<file path="src/rtl/memory_writeback.sv">
// Memory/writeback stage: waits for load responses, byte-aligns/extends them and emits the writeback bundle.
// Optional MEMWB_MISALIGN_TRAP_EN adds misalign_ro and completes misaligned LH/LHU/LW without a memory wait.
module memory_writeback #(
    parameter int unsigned LOAD_TIMEOUT = 255,
    parameter logic [31:0] ERR_DATA     = 32'hFFFF_FFFF
) (
    input  logic        clk,
    input  logic        rst,
    input  logic        valid_i,
    output logic        ready_o,
    input  logic [31:0] pc_i,
    input  logic [31:0] inst_i,
    input  logic [31:0] r0data_i,
    input  logic [31:0] r1data_i,
    input  logic [31:0] result_i,
    input  logic [31:0] dmem_rdata_i,
    input  logic        dmem_rvalid_i,
    output logic        valid_ro,
    input  logic        ready_i,
    output logic [31:0] pc_ro,
    output logic [31:0] inst_ro,
    output logic [4:0]  rd_ro,
    output logic [31:0] wbdata_ro,
    output logic        regwrite_ro,
`ifdef MEMWB_MISALIGN_TRAP_EN
    output logic        misalign_ro,
`endif
    output logic        err_ro
);
    localparam logic [6:0] OPC_LOAD  = 7'b0000011;
    localparam logic [6:0] OPC_OPIMM = 7'b0010011;
    localparam logic [6:0] OPC_AUIPC = 7'b0010111;
    localparam logic [6:0] OPC_OP    = 7'b0110011;
    localparam logic [6:0] OPC_LUI   = 7'b0110111;
    localparam logic [6:0] OPC_JALR  = 7'b1100111;
    localparam logic [6:0] OPC_JAL   = 7'b1101111;
    localparam logic [15:0] TIMEOUT_LAST = 16'(LOAD_TIMEOUT - 1);

    typedef enum logic {IDLE, WAIT} state_e;

    state_e      state_q, state_d;
    logic [15:0] cnt_q, cnt_d;
    logic [31:0] pc_q, pc_d, inst_q, inst_d, wbdata_q, wbdata_d;
    logic [4:0]  rd_q, rd_d;
    logic [2:0]  funct3_q, funct3_d;
    logic [1:0]  offset_q, offset_d;
    logic        valid_q, valid_d, regwrite_q, regwrite_d, err_q, err_d;
    logic        cke, writes_rd, trap_load;
    logic [6:0]  opcode;
    logic [31:0] addr;
    logic        unused_ok;

    function automatic logic [31:0] format_load(input logic [2:0]  f3,
                                                input logic [1:0]  off,
                                                input logic [31:0] rdata);
        logic [7:0]  b;
        logic [15:0] h;
        b = 8'(rdata >> {off, 3'b000});
        h = 16'(rdata >> {off[1], 4'b0000});
        case (f3)
            3'b000:  return {{24{b[7]}}, b};
            3'b100:  return {24'd0, b};
            3'b001:  return {{16{h[15]}}, h};
            3'b101:  return {16'd0, h};
            3'b010:  return rdata;
            default: return ERR_DATA;
        endcase
    endfunction

    assign opcode    = inst_i[6:0];
    assign addr      = r0data_i + {{20{inst_i[31]}}, inst_i[31:20]};
    assign writes_rd = (opcode inside {OPC_OP, OPC_OPIMM, OPC_LUI, OPC_AUIPC, OPC_JAL, OPC_JALR})
                       && (inst_i[11:7] != 5'd0);
    assign cke       = (state_q == IDLE) && (!valid_q || ready_i);
    assign ready_o   = cke;
    assign unused_ok = ^{r1data_i, addr[31:2]};

`ifdef MEMWB_MISALIGN_TRAP_EN
    logic misalign_q, misalign_d;
    assign trap_load = ((inst_i[13:12] == 2'b01) && addr[0])
                       || ((inst_i[14:12] == 3'b010) && (addr[1:0] != 2'b00));
    assign misalign_ro = misalign_q;
`else
    assign trap_load = 1'b0;
`endif

    always_comb begin
        // NOTE: every next-state value defaults to its register so no path infers a latch.
        state_d    = state_q;
        cnt_d      = cnt_q;
        pc_d       = pc_q;
        inst_d     = inst_q;
        rd_d       = rd_q;
        funct3_d   = funct3_q;
        offset_d   = offset_q;
        wbdata_d   = wbdata_q;
        valid_d    = valid_q;
        regwrite_d = regwrite_q;
        err_d      = err_q;
`ifdef MEMWB_MISALIGN_TRAP_EN
        misalign_d = misalign_q;
`endif
        case (state_q)
            IDLE: begin
                if (cke) begin
                    valid_d    = 1'b0;
                    regwrite_d = 1'b0;
                    if (valid_i) begin
                        pc_d   = pc_i;
                        inst_d = inst_i;
                        rd_d   = inst_i[11:7];
                        err_d  = 1'b0;
`ifdef MEMWB_MISALIGN_TRAP_EN
                        misalign_d = (opcode == OPC_LOAD) && trap_load;
`endif
                        if (opcode != OPC_LOAD) begin
                            valid_d    = 1'b1;
                            wbdata_d   = result_i;
                            regwrite_d = writes_rd;
                        end else if (trap_load) begin
                            valid_d  = 1'b1;
                            wbdata_d = ERR_DATA;
                        end else begin
                            funct3_d = inst_i[14:12];
                            offset_d = addr[1:0];
                            cnt_d    = 16'd0;
                            state_d  = WAIT;
                        end
                    end
                end
            end
            WAIT: begin
                // Output is always free here because valid was cleared on entry.
                if (dmem_rvalid_i) begin
                    wbdata_d   = format_load(funct3_q, offset_q, dmem_rdata_i);
                    valid_d    = 1'b1;
                    err_d      = 1'b0;
                    regwrite_d = (rd_q != 5'd0);
                    state_d    = IDLE;
                end else if (cnt_q == TIMEOUT_LAST) begin
                    wbdata_d   = ERR_DATA;
                    valid_d    = 1'b1;
                    err_d      = 1'b1;
                    regwrite_d = 1'b0;
                    state_d    = IDLE;
                end else if (cnt_q != 16'hFFFF) begin
                    cnt_d = cnt_q + 16'd1;
                end
            end
            default: state_d = IDLE;
        endcase
    end

    always_ff @(posedge clk or posedge rst) begin
        if (rst) begin
            state_q    <= IDLE;
            cnt_q      <= '0;
            pc_q       <= '0;
            inst_q     <= '0;
            rd_q       <= '0;
            funct3_q   <= '0;
            offset_q   <= '0;
            wbdata_q   <= '0;
            valid_q    <= 1'b0;
            regwrite_q <= 1'b0;
            err_q      <= 1'b0;
`ifdef MEMWB_MISALIGN_TRAP_EN
            misalign_q <= 1'b0;
`endif
        end else begin
            state_q    <= state_d;
            cnt_q      <= cnt_d;
            pc_q       <= pc_d;
            inst_q     <= inst_d;
            rd_q       <= rd_d;
            funct3_q   <= funct3_d;
            offset_q   <= offset_d;
            wbdata_q   <= wbdata_d;
            valid_q    <= valid_d;
            regwrite_q <= regwrite_d;
            err_q      <= err_d;
`ifdef MEMWB_MISALIGN_TRAP_EN
            misalign_q <= misalign_d;
`endif
        end
    end

    assign valid_ro    = valid_q;
    assign pc_ro       = pc_q;
    assign inst_ro     = inst_q;
    assign rd_ro       = rd_q;
    assign wbdata_ro   = wbdata_q;
    assign regwrite_ro = regwrite_q;
    assign err_ro      = err_q;

endmodule

</file>
<file path="config.mk">
export PLATFORM = sky130hd
export DESIGN_NAME = memory_writeback
export DESIGN_NICKNAME = d
export VERILOG_FILES = /design/src/rtl/memory_writeback.sv
export SDC_FILE = /design/constraint.sdc
export NUM_CORES = 1
export LEC_CHECK = 0
export CAP_MARGIN = 20
export CORE_MARGIN = 2
export CORE_UTILIZATION = 41
export CTS_BUF_LIST = sky130_fd_sc_hd__clkbuf_4
export CTS_CLUSTER_DIAMETER = 60
export DETAILED_ROUTE_END_ITERATION = 10
export MAX_ROUTING_LAYER = met4
export PLACE_DENSITY = 0.9
export SYNTH_ARGS = -nofsm -noshare
export SYNTH_HDL_FRONTEND = slang
export SYNTH_SLANG_ARGS = --single-unit
</file>
<file path="constraint.sdc">
create_clock -name clk -period 4.8 [get_ports clk]
set_input_delay 0.72 -clock clk [delete_from_list [all_inputs] [get_ports clk]]
set_output_delay 0.72 -clock clk [all_outputs]
set_load 0.02 [all_outputs]
</file>
# Word level (Yosys, flattened, before mapping)
# Cells that the tools add are included.
# Widths: inputs -> output; s select.
dict set report word_totals {
  reg_bits 126
  output_inout_bits 105
}
dict set report classes {
  n_mux 36
  n_eq_ne 21
  shift 2
  reduce_logical 14
  n_addsub 2
  n_bitwise 2
}
# cell count
set ops {}
lappend ops {{$mux 32} 5}
lappend ops {{$pmux 32 s5} 1}
lappend ops {{$mux 16} 6}
lappend ops {{$pmux 32 s2} 1}
lappend ops {{$pmux 16 s2} 1}
lappend ops {{$shr 32x5->16} 1}
lappend ops {{$shr 32x5->8} 1}
lappend ops {{$mux 1} 18}
lappend ops {{$add 16x1->16 const B} 1}
lappend ops {{$eq 16x8->1 const B} 1}
lappend ops {{$ne 16x16->1 const B} 1}
lappend ops {{$eq 7x5->1 const B} 2}
lappend ops {{$eq 7x6->1 const B} 2}
lappend ops {{$eq 7x7->1 const B} 2}
lappend ops {{$ne 2x2->1 const B} 5}
lappend ops {{$reduce_bool 5->1} 2}
lappend ops {{$pmux 1 s2} 4}
lappend ops {{$reduce_and 4->1} 2}
lappend ops {{$ne 7x2->1 const B} 1}
lappend ops {{$eq 3x3->1 const B} 2}
lappend ops {{$reduce_and 3->1} 2}
lappend ops {{$reduce_and 6->1} 1}
lappend ops {{$reduce_bool 6->1} 1}
lappend ops {{$ne 2x1->1 const B} 2}
lappend ops {{other kinds (10)} 12}

# Logic depth before layout (Yosys ltp)
# Gate-level depths: netlist of run 1.
dict set report depth {
  depth_word 7
  mapped_depth 9
  depth_no_buf 6
}

# Least setup slack after synthesis of run 1
# Ideal clock, no wire load.
dict set report synth_timing {
  path_type {input port to flip-flop}
  startpoint {in dmem_rdata_i[31]}
  endpoint {reg wbdata_q[31], in the netlist wbdata_ro[31]}
  setup_ns 0.132
  path_slack_ns 2.452
  t_arrival_ns 2.216
  stages 8
  path_buffers 3
  cell_sequence {mux4_2 -> a211o_1 -> buf_6 -> or2_1 -> buf_6 -> buf_6 -> a21oi_2 -> o31ai_1}
}
dict set report synth_via {
  elab_chain_cells 4
  word_cells_on_any_way 5
}
# element line_no
set synth_rtl {}
lappend synth_rtl {{start, declared} 16} ;# input logic [31:0] dmem_rdata_i,
lappend synth_rtl {{$shr 32x5->16 or $shr 32x5->8 (tied branches)} {59, 58}}
lappend synth_rtl {{$pmux 32 s5 (*)} 60} ;# case (f3)
lappend synth_rtl {{$mux 32 (*)} 134} ;# if (dmem_rvalid_i) begin
lappend synth_rtl {{$pmux 32 s2 (*)} 103} ;# case (state_q)
lappend synth_rtl {{end signal, assigned} 178} ;# wbdata_q <= wbdata_d;
lappend synth_rtl {{end, declared} 43} ;# logic [31:0] pc_q, pc_d, inst_q, inst_d, wbdata_q, wbdata_d;
# Mark *: on every way between the ends. The rest lies on a longest branch, timed or not.
# A chain may end at the register's enable or synchronous reset.

# Final worst setup path of run 1
dict set report layout_timing {
  startpoint {reg state_q}
  endpoint {out ready_o}
}
dict set report layout_via {
  elab_chain_cells 2
}
# element line_no
set layout_rtl {}
lappend layout_rtl {{start, declared} 41} ;# state_e state_q, state_d;
lappend layout_rtl {{start signal, assigned} 171} ;# state_q <= state_d;
lappend layout_rtl {{$not 1->1 (no line)} n/a}
lappend layout_rtl {{$logic_and 1x1->1} 74} ;# assign cke = (state_q == IDLE) && (!valid_q || ready_i);
lappend layout_rtl {{end, declared} 10} ;# output logic ready_o,
# Every way passes these cells.

==> flow_summary.json, run 1 <==
{
  "finalHoldWorstSlack_ns": 0.477,
  "worstHoldStart": "cnt_q[6]",
  "cp_max_fo": 20,
  "worst_slew_pin_slew_ns": 0.879,
  "powerDensity_mw_per_mm2": 322,
  "post_cts_resized": 0,
  "peakVddDrop_uv": 233,
  "fin_crit_sh_pct": 61.7,
  "grt_usage_pct": 24.5,
  "fin_nets": 985,
  "synth_seq_cells": 121,
  "reg2reg_setup_slack_ns": 1.84,
  "post_drt_wl_per_cell_um": 18.7,
  "maxCapViolations": 0,
  "wl_mm": 18.4,
  "ioPinCount": 302,
  "grt-ovfl-total": 0,
  "yosys.cell_types.count": 46,
  "core-area_mm2": 0.0144,
  "place_congestion": 0.932,
  "clk_path_buf_depth": 2,
  "drc": 0,
  "r2r-start": "cnt_q[8]",
  "antenna_left": 0,
  "start_util_pct": 41.4,
  "hold_buffers": 0,
  "cp-end-kind": "output port",
  "async_reset_ff_share_pct": 100,
  "slew_violations": 0,
  "fin_util_pct": 60.8,
  "clock_latency_ns": 0.55,
  "avgSynthCellArea_um2": 10.6,
  "synth_flop_cell": "dfrtp_1",
  "mappedNetlistNets": 759,
  "diodes": 0,
  "cts_tree": "yes",
  "timing.rr.end": "wbdata_ro[19]",
  "rows": 44,
  "leakagePower_nw": 3.54,
  "ys_seq_area_share_pct": 50.9,
  "cts_setup_buffers": 0,
  "critPathLaunchType": "register",
  "hold_viol": 0,
  "grt_pass1_vias": 5627,
  "synth_edf_count": 0,
  "setup_viol": 0,
  "portBuffers": 239,
  "grt_max_degree": 70,
  "netlist_instances": 559,
  "fp.dieW_um": 124,
  "max_freq_ghz": 0.338,
  "fillCellCount": 1156,
  "drtIter0Drc": 523,
  "drive_above_1_share_pct": 15.7,
  "final_cell_mix": "clkdlybuf4s50_1, dfrtp_1, nand2_1",
  "grt_antenna_before_repair": 0,
  "skew_ns": 0.0208,
  "hp-class": "register to register",
  "dr.pass1.iters": 8,
  "grt_first_pass_wirelength_mm": 29.1,
  "num_vias": 5421,
  "crit_required_ns": 4.08,
  "ff2ff_path_depth": 6,
  "die_y_um": 124,
  "rsz0062_at_grt": "no",
  "holdPathStages": 1,
  "cts_sinks": 121,
  "vias_per_cell": 5.52,
  "area_delta_synth_final_pct": 46.9,
  "dieArea_mm2": 0.0155,
  "slew_headroom_pct": 41.4,
  "cts_made_buffers": 17,
  "htreeDepth": 4,
  "root_buffer": "clkbuf_4",
  "status": "finished, final reports clean",
  "synth_area_mm2": 0.00594,
  "crit_type": "register to output port",
  "min_to": "cnt_q[6]",
  "crit_arrival_ns": 2.24,
  "ys_warn_count": 0,
  "tns_ns": 0,
  "final_common_cell": "clkdlybuf4s50_1",
  "layout_min_cycle_time_ns": 2.96,
  "hpwl_mm": 13.4,
  "clkTransAtPathRegs_ns": 0.10
}
-- state kept, by name (all words and copies together) (netlist names) --
name,flops
regwrite_ro,1
funct3_q,3
err_ro,1
pc_ro,32
cnt_q,16
offset_q,2
valid_ro,1
inst_ro,32
wbdata_ro,32
state_q,1
-- worst max-delay path: stages (launching register included) --
cell	delay [ns]
dfrtp_1	0.66
nor2_1	0.38
clkdlybuf4s50_1	0.67
-- stage by stage --
step / cell area [um2] / instances / total power [mW] / worst slack, ns
final: 8730 / 982 / 2.81 / 1.84
after global routing: 8730 / 982 / 2.93 / 1.62
after CTS: 8730 / 982 / 2.83 / 1.78
after detailed placement: 8450 / 950 / 2.10 / 1.54
after global placement: 8450 / 950 / 2.08 / 1.57
after floorplan: 5940 / 559 / 1.64 / 0.866
-- power by group --
| part | internal [mW] | switching, mW | total, mW |
|---|---|---|---|
| sequential | 1.15 | 0.0786 | 1.23 |
| combinational | 0.452 | 0.407 | 0.859 |
| clock | 0.307 | 0.416 | 0.723 |
-- how the worst max path moves through the flow --
| stage | depth (start not counted) | from | endpoint |
|---|---|---|---|
| final | 2 | state_q | ready_o |
| after global placement | 6 | dmem_rdata_i[31] | wbdata_ro[23] |
| after floorplan | 1 | rst | cnt_q[0] |
| after detailed placement | 6 | dmem_rdata_i[31] | wbdata_ro[22] |
| after CTS | 2 | state_q | ready_o |
| after global routing | 6 | cnt_q[8] | wbdata_ro[17] |
-- synth_stat cells, types with 2 or more instances --
library cell  number  area share, %
dfrtp_1          121             51
nand2_1           66            4.2
mux2_2            62             12
nor2_1            44            2.8
nand3_1           31            2.6
o21ai_0           31            2.6
clkbuf_1          24            1.5
o31ai_1           16            2.0
nand4_1           15            1.6
a21oi_1           14            1.2
mux2i_1           11            1.9
a21oi_2           10            1.5
o22ai_1            9           0.95
a22o_1             8            1.2
nor4_1             8           0.84
mux4_2             7            2.7
xnor2_1            7            1.0
and4_1             6           0.88
buf_2              6           0.51
buf_4              5           0.63
nand2b_1           5           0.53
nor3_1             5           0.42
and2_1             4           0.42
inv_1              4           0.25
nor2b_1            4           0.42
and3_1             3           0.32
buf_1              3           0.19
buf_6              3           0.57
ha_1               3           0.63
nor3b_1            3           0.38
o211ai_1           3           0.38
o21a_1             2           0.25
o311ai_0           2           0.29
o41ai_1            2           0.29
-- logic make-up after synthesis --
family                   after synthesis  synth area share, %
XOR/XNOR                               8                 1.18
buffers and inverters                 45                 3.66
AND/OR/NAND/NOR                      200                 16.1
multiplexers                          80                 16.2
flip-flops                           121                 50.9
AO/OA/AOI/OAI                        102                 11.3
adder cells (fa/ha/maj)                3                0.632
-- final cells by class --
class	instances	area, um2	area share, %
clock buffers	17	128	1.46
flip-flops and latches	121	3030	34.7
inverters	4	17.5	0.201
clock inverters	15	153	1.75
multi-input cells	393	2720	31.1
well taps	184	230	2.64
repair buffers	248	2460	28.2
-- routing by layer --
metal  GRT usage (%)  vias to the layer above  share of wire (%)
met5               -                        -                  0
met1            29.9                     2639                 41
met2            38.6                      273                 49
met3            7.26                       42                7.9
li1                -                     2467                  -
met4            9.12                        0                2.5
Note: power is estimated with default switching activity, not from simulation.
==> run 2: changes to the inputs <==
Clock period 4.8 ns to 2.9 ns, I/O delays scaled along.
==> run 2 against run 1 <==
  * Utilization grew 0.29 points
  * Sequential power grew 65%
  * Clock power grew 63%
  * Worst hold slack lost 0.064 ns
  * Critical path depth grew 1
  * Largest power group unchanged
  * Combinational power grew 65%
  * Sequential cell count is the same
  * Power grew 65%
  * Sequential share of layout area shrank 0.16 points
  * First-iteration DRC count shrank 4.2%
  * Critical endpoint unchanged
  * Non-clock buffer count grew 3
==> flow_summary.json, run 2 (synthesis results as in run 1) <==
{
  "status": "finished, final reports clean",
  "grt_busiest_layer": "met2",
  "num_vias": 5513,
  "place_ws_ns": 0.159,
  "dpl-instance-area_mm2": 0.00850,
  "place_congestion": 0.902,
  "crit_end": "ready_o",
  "final_cell_mix": "clkdlybuf4s50_1, dfrtp_1, nand2_1",
  "grt_usage_pct": 24.1,
  "vias_per_cell": 5.59,
  "grt_max_degree": 122,
  "hold_buffers": 0,
  "ff2ff_path_depth": 6,
  "portBuffers": 239,
  "drc": 0,
  "clock_latency_ns": 0.56,
  "grt_use_met1_pct": 29.0,
  "grt-ovfl-total": 0,
  "layout_min_cycle_time_ns": 2.49,
  "drtIter0Drc": 501,
  "fin_area_mm2": 0.00877,
  "cpMaxStageDelayCell": "clkdlybuf4s50_1",
  "rows": 44,
  "powerDensity_mw_per_mm2": 527,
  "fillCellCount": 1154,
  "htreeDepth": 4,
  "hp-class": "primary input to asynchronous set/reset pin",
  "rsz0062_at_grt": "no",
  "setup_viol": 0,
  "crit_required_ns": 2.47,
  "fin_crit_sh_pct": 85.8,
  "fp.dieW_um": 124,
  "fin_util_pct": 61.1,
  "core-area_mm2": 0.0144,
  "cts_setup_buffers": 0,
  "peakVddDrop_uv": 438,
  "slew_violations": 0,
  "cp_max_fo": 4,
  "regArea_mm2": 0.00303,
  "start_util_pct": 41.4,
  "cp_cell_sequence": "nor2b_1 -> nor2_1 -> clkdlybuf4s50_1",
  "r2r-start": "state_q",
  "grt_first_pass_wirelength_mm": 28.8,
  "critPathBufInv": 1,
  "grt_antenna_before_repair": 1,
  "cp-end-kind": "output port",
  "dr.pass1.iters": 5,
  "clkTransAtPathRegs_ns": 0.13,
  "hold_viol": 0,
  "ioPinCount": 302,
  "hpwl_mm": 13.3,
  "use_met3_pct": 7.09,
  "tns_ns": 0,
  "p_total_mw": 4.63,
  "clk_path_buf_depth": 2,
  "reg2reg_setup_slack_ns": 0.61,
  "dieArea_mm2": 0.0155,
  "setup_ws_ns": 0.413,
  "skew_ns": 0.0252,
  "maxCapViolations": 0,
  "root_buffer": "clkbuf_4",
  "max_freq_ghz": 0.402,
  "area_delta_synth_final_pct": 47.6,
  "fin_nets": 988,
  "leakagePower_nw": 3.55,
  "grt_pass1_vias": 5542,
  "grt_use_met2_pct": 38.5,
  "post_drt_wl_per_cell_um": 18.6,
  "critPathLaunchType": "register",
  "timing.rr.end": "wbdata_ro[20]",
  "worst_slew_pin_slew_ns": 0.786,
  "cts_sinks": 121,
  "cts_made_buffers": 17,
  "cp_top_family": "buffers and inverters",
  "final_common_cell": "clkdlybuf4s50_1",
  "crit_type": "register to output port",
  "setup.worst_path.start": "valid_ro",
  "antenna_left": 0,
  "slew_headroom_pct": 47.6,
  "die_y_um": 124,
  "crit_arrival_ns": 2.05,
  "post_cts_resized": 0,
  "cts_tree": "yes",
  "slowest_delay_ns": 0.60,
  "wl_mm": 18.3,
  "multi_input_area_mm2": 0.00272,
  "drive_above_1_share_pct": 16.0,
  "crit_cells": 3
}
-- run 2: per-stage QoR --
stage | cells | hold WS [ns]
after floorplan | 559 | 0.440
after global placement | 953 | 0.460
after detailed placement | 953 | 0.482
after CTS | 985 | 0.433
after global routing | 986 | 0.431
final | 986 | 0.412
-- run 2: power by group --
group / total [mW] / switching [mW] / internal (mW)
Sequential: 2.03 / 0.129 / 1.90
Clock: 1.18 / 0.737 / 0.440
Combinational: 1.42 / 0.668 / 0.754
Total: 4.63 / 1.53 / 3.09
-- run 2: how the worst min path moves through the flow --
stage | endpoint | start | slack (ns)
floorplan | cnt_q[6] | cnt_q[6] | 0.44
global placement | cnt_q[6] | cnt_q[6] | 0.46
detailed placement | cnt_q[6] | cnt_q[6] | 0.48
CTS | wbdata_ro[26] | rst | 0.43
global route | inst_ro[11] | inst_i[11] | 0.43
finish | wbdata_ro[8] | rst | 0.41
-- run 2: area by class of cell --
type	instances	area share [%]
antenna	1	0.0285
inverter	4	0.214
timing repair buffer	251	28.6
tap	184	2.62
clock inverter	15	1.63
sequential	121	34.5
clock buffer	17	1.45
multi-input combinational	393	31.0
-- run 2: layer usage --
metal  routed length (um)  vias to the layer above
met3                 1440                       45
met1                 7420                     2691
met5                    0                        -
li1                     -                     2480
met4                  519                        0
met2                 8950                      297
-- run 2: worst reg2reg max path, cell delays in order (launching register included) --
cell and delay (ns):
dfrtp_1 0.46, buf_4 0.27, nand2_1 0.23, a211o_1 0.30, or2_1 0.49, a21oi_2 0.31, o31ai_1 0.11
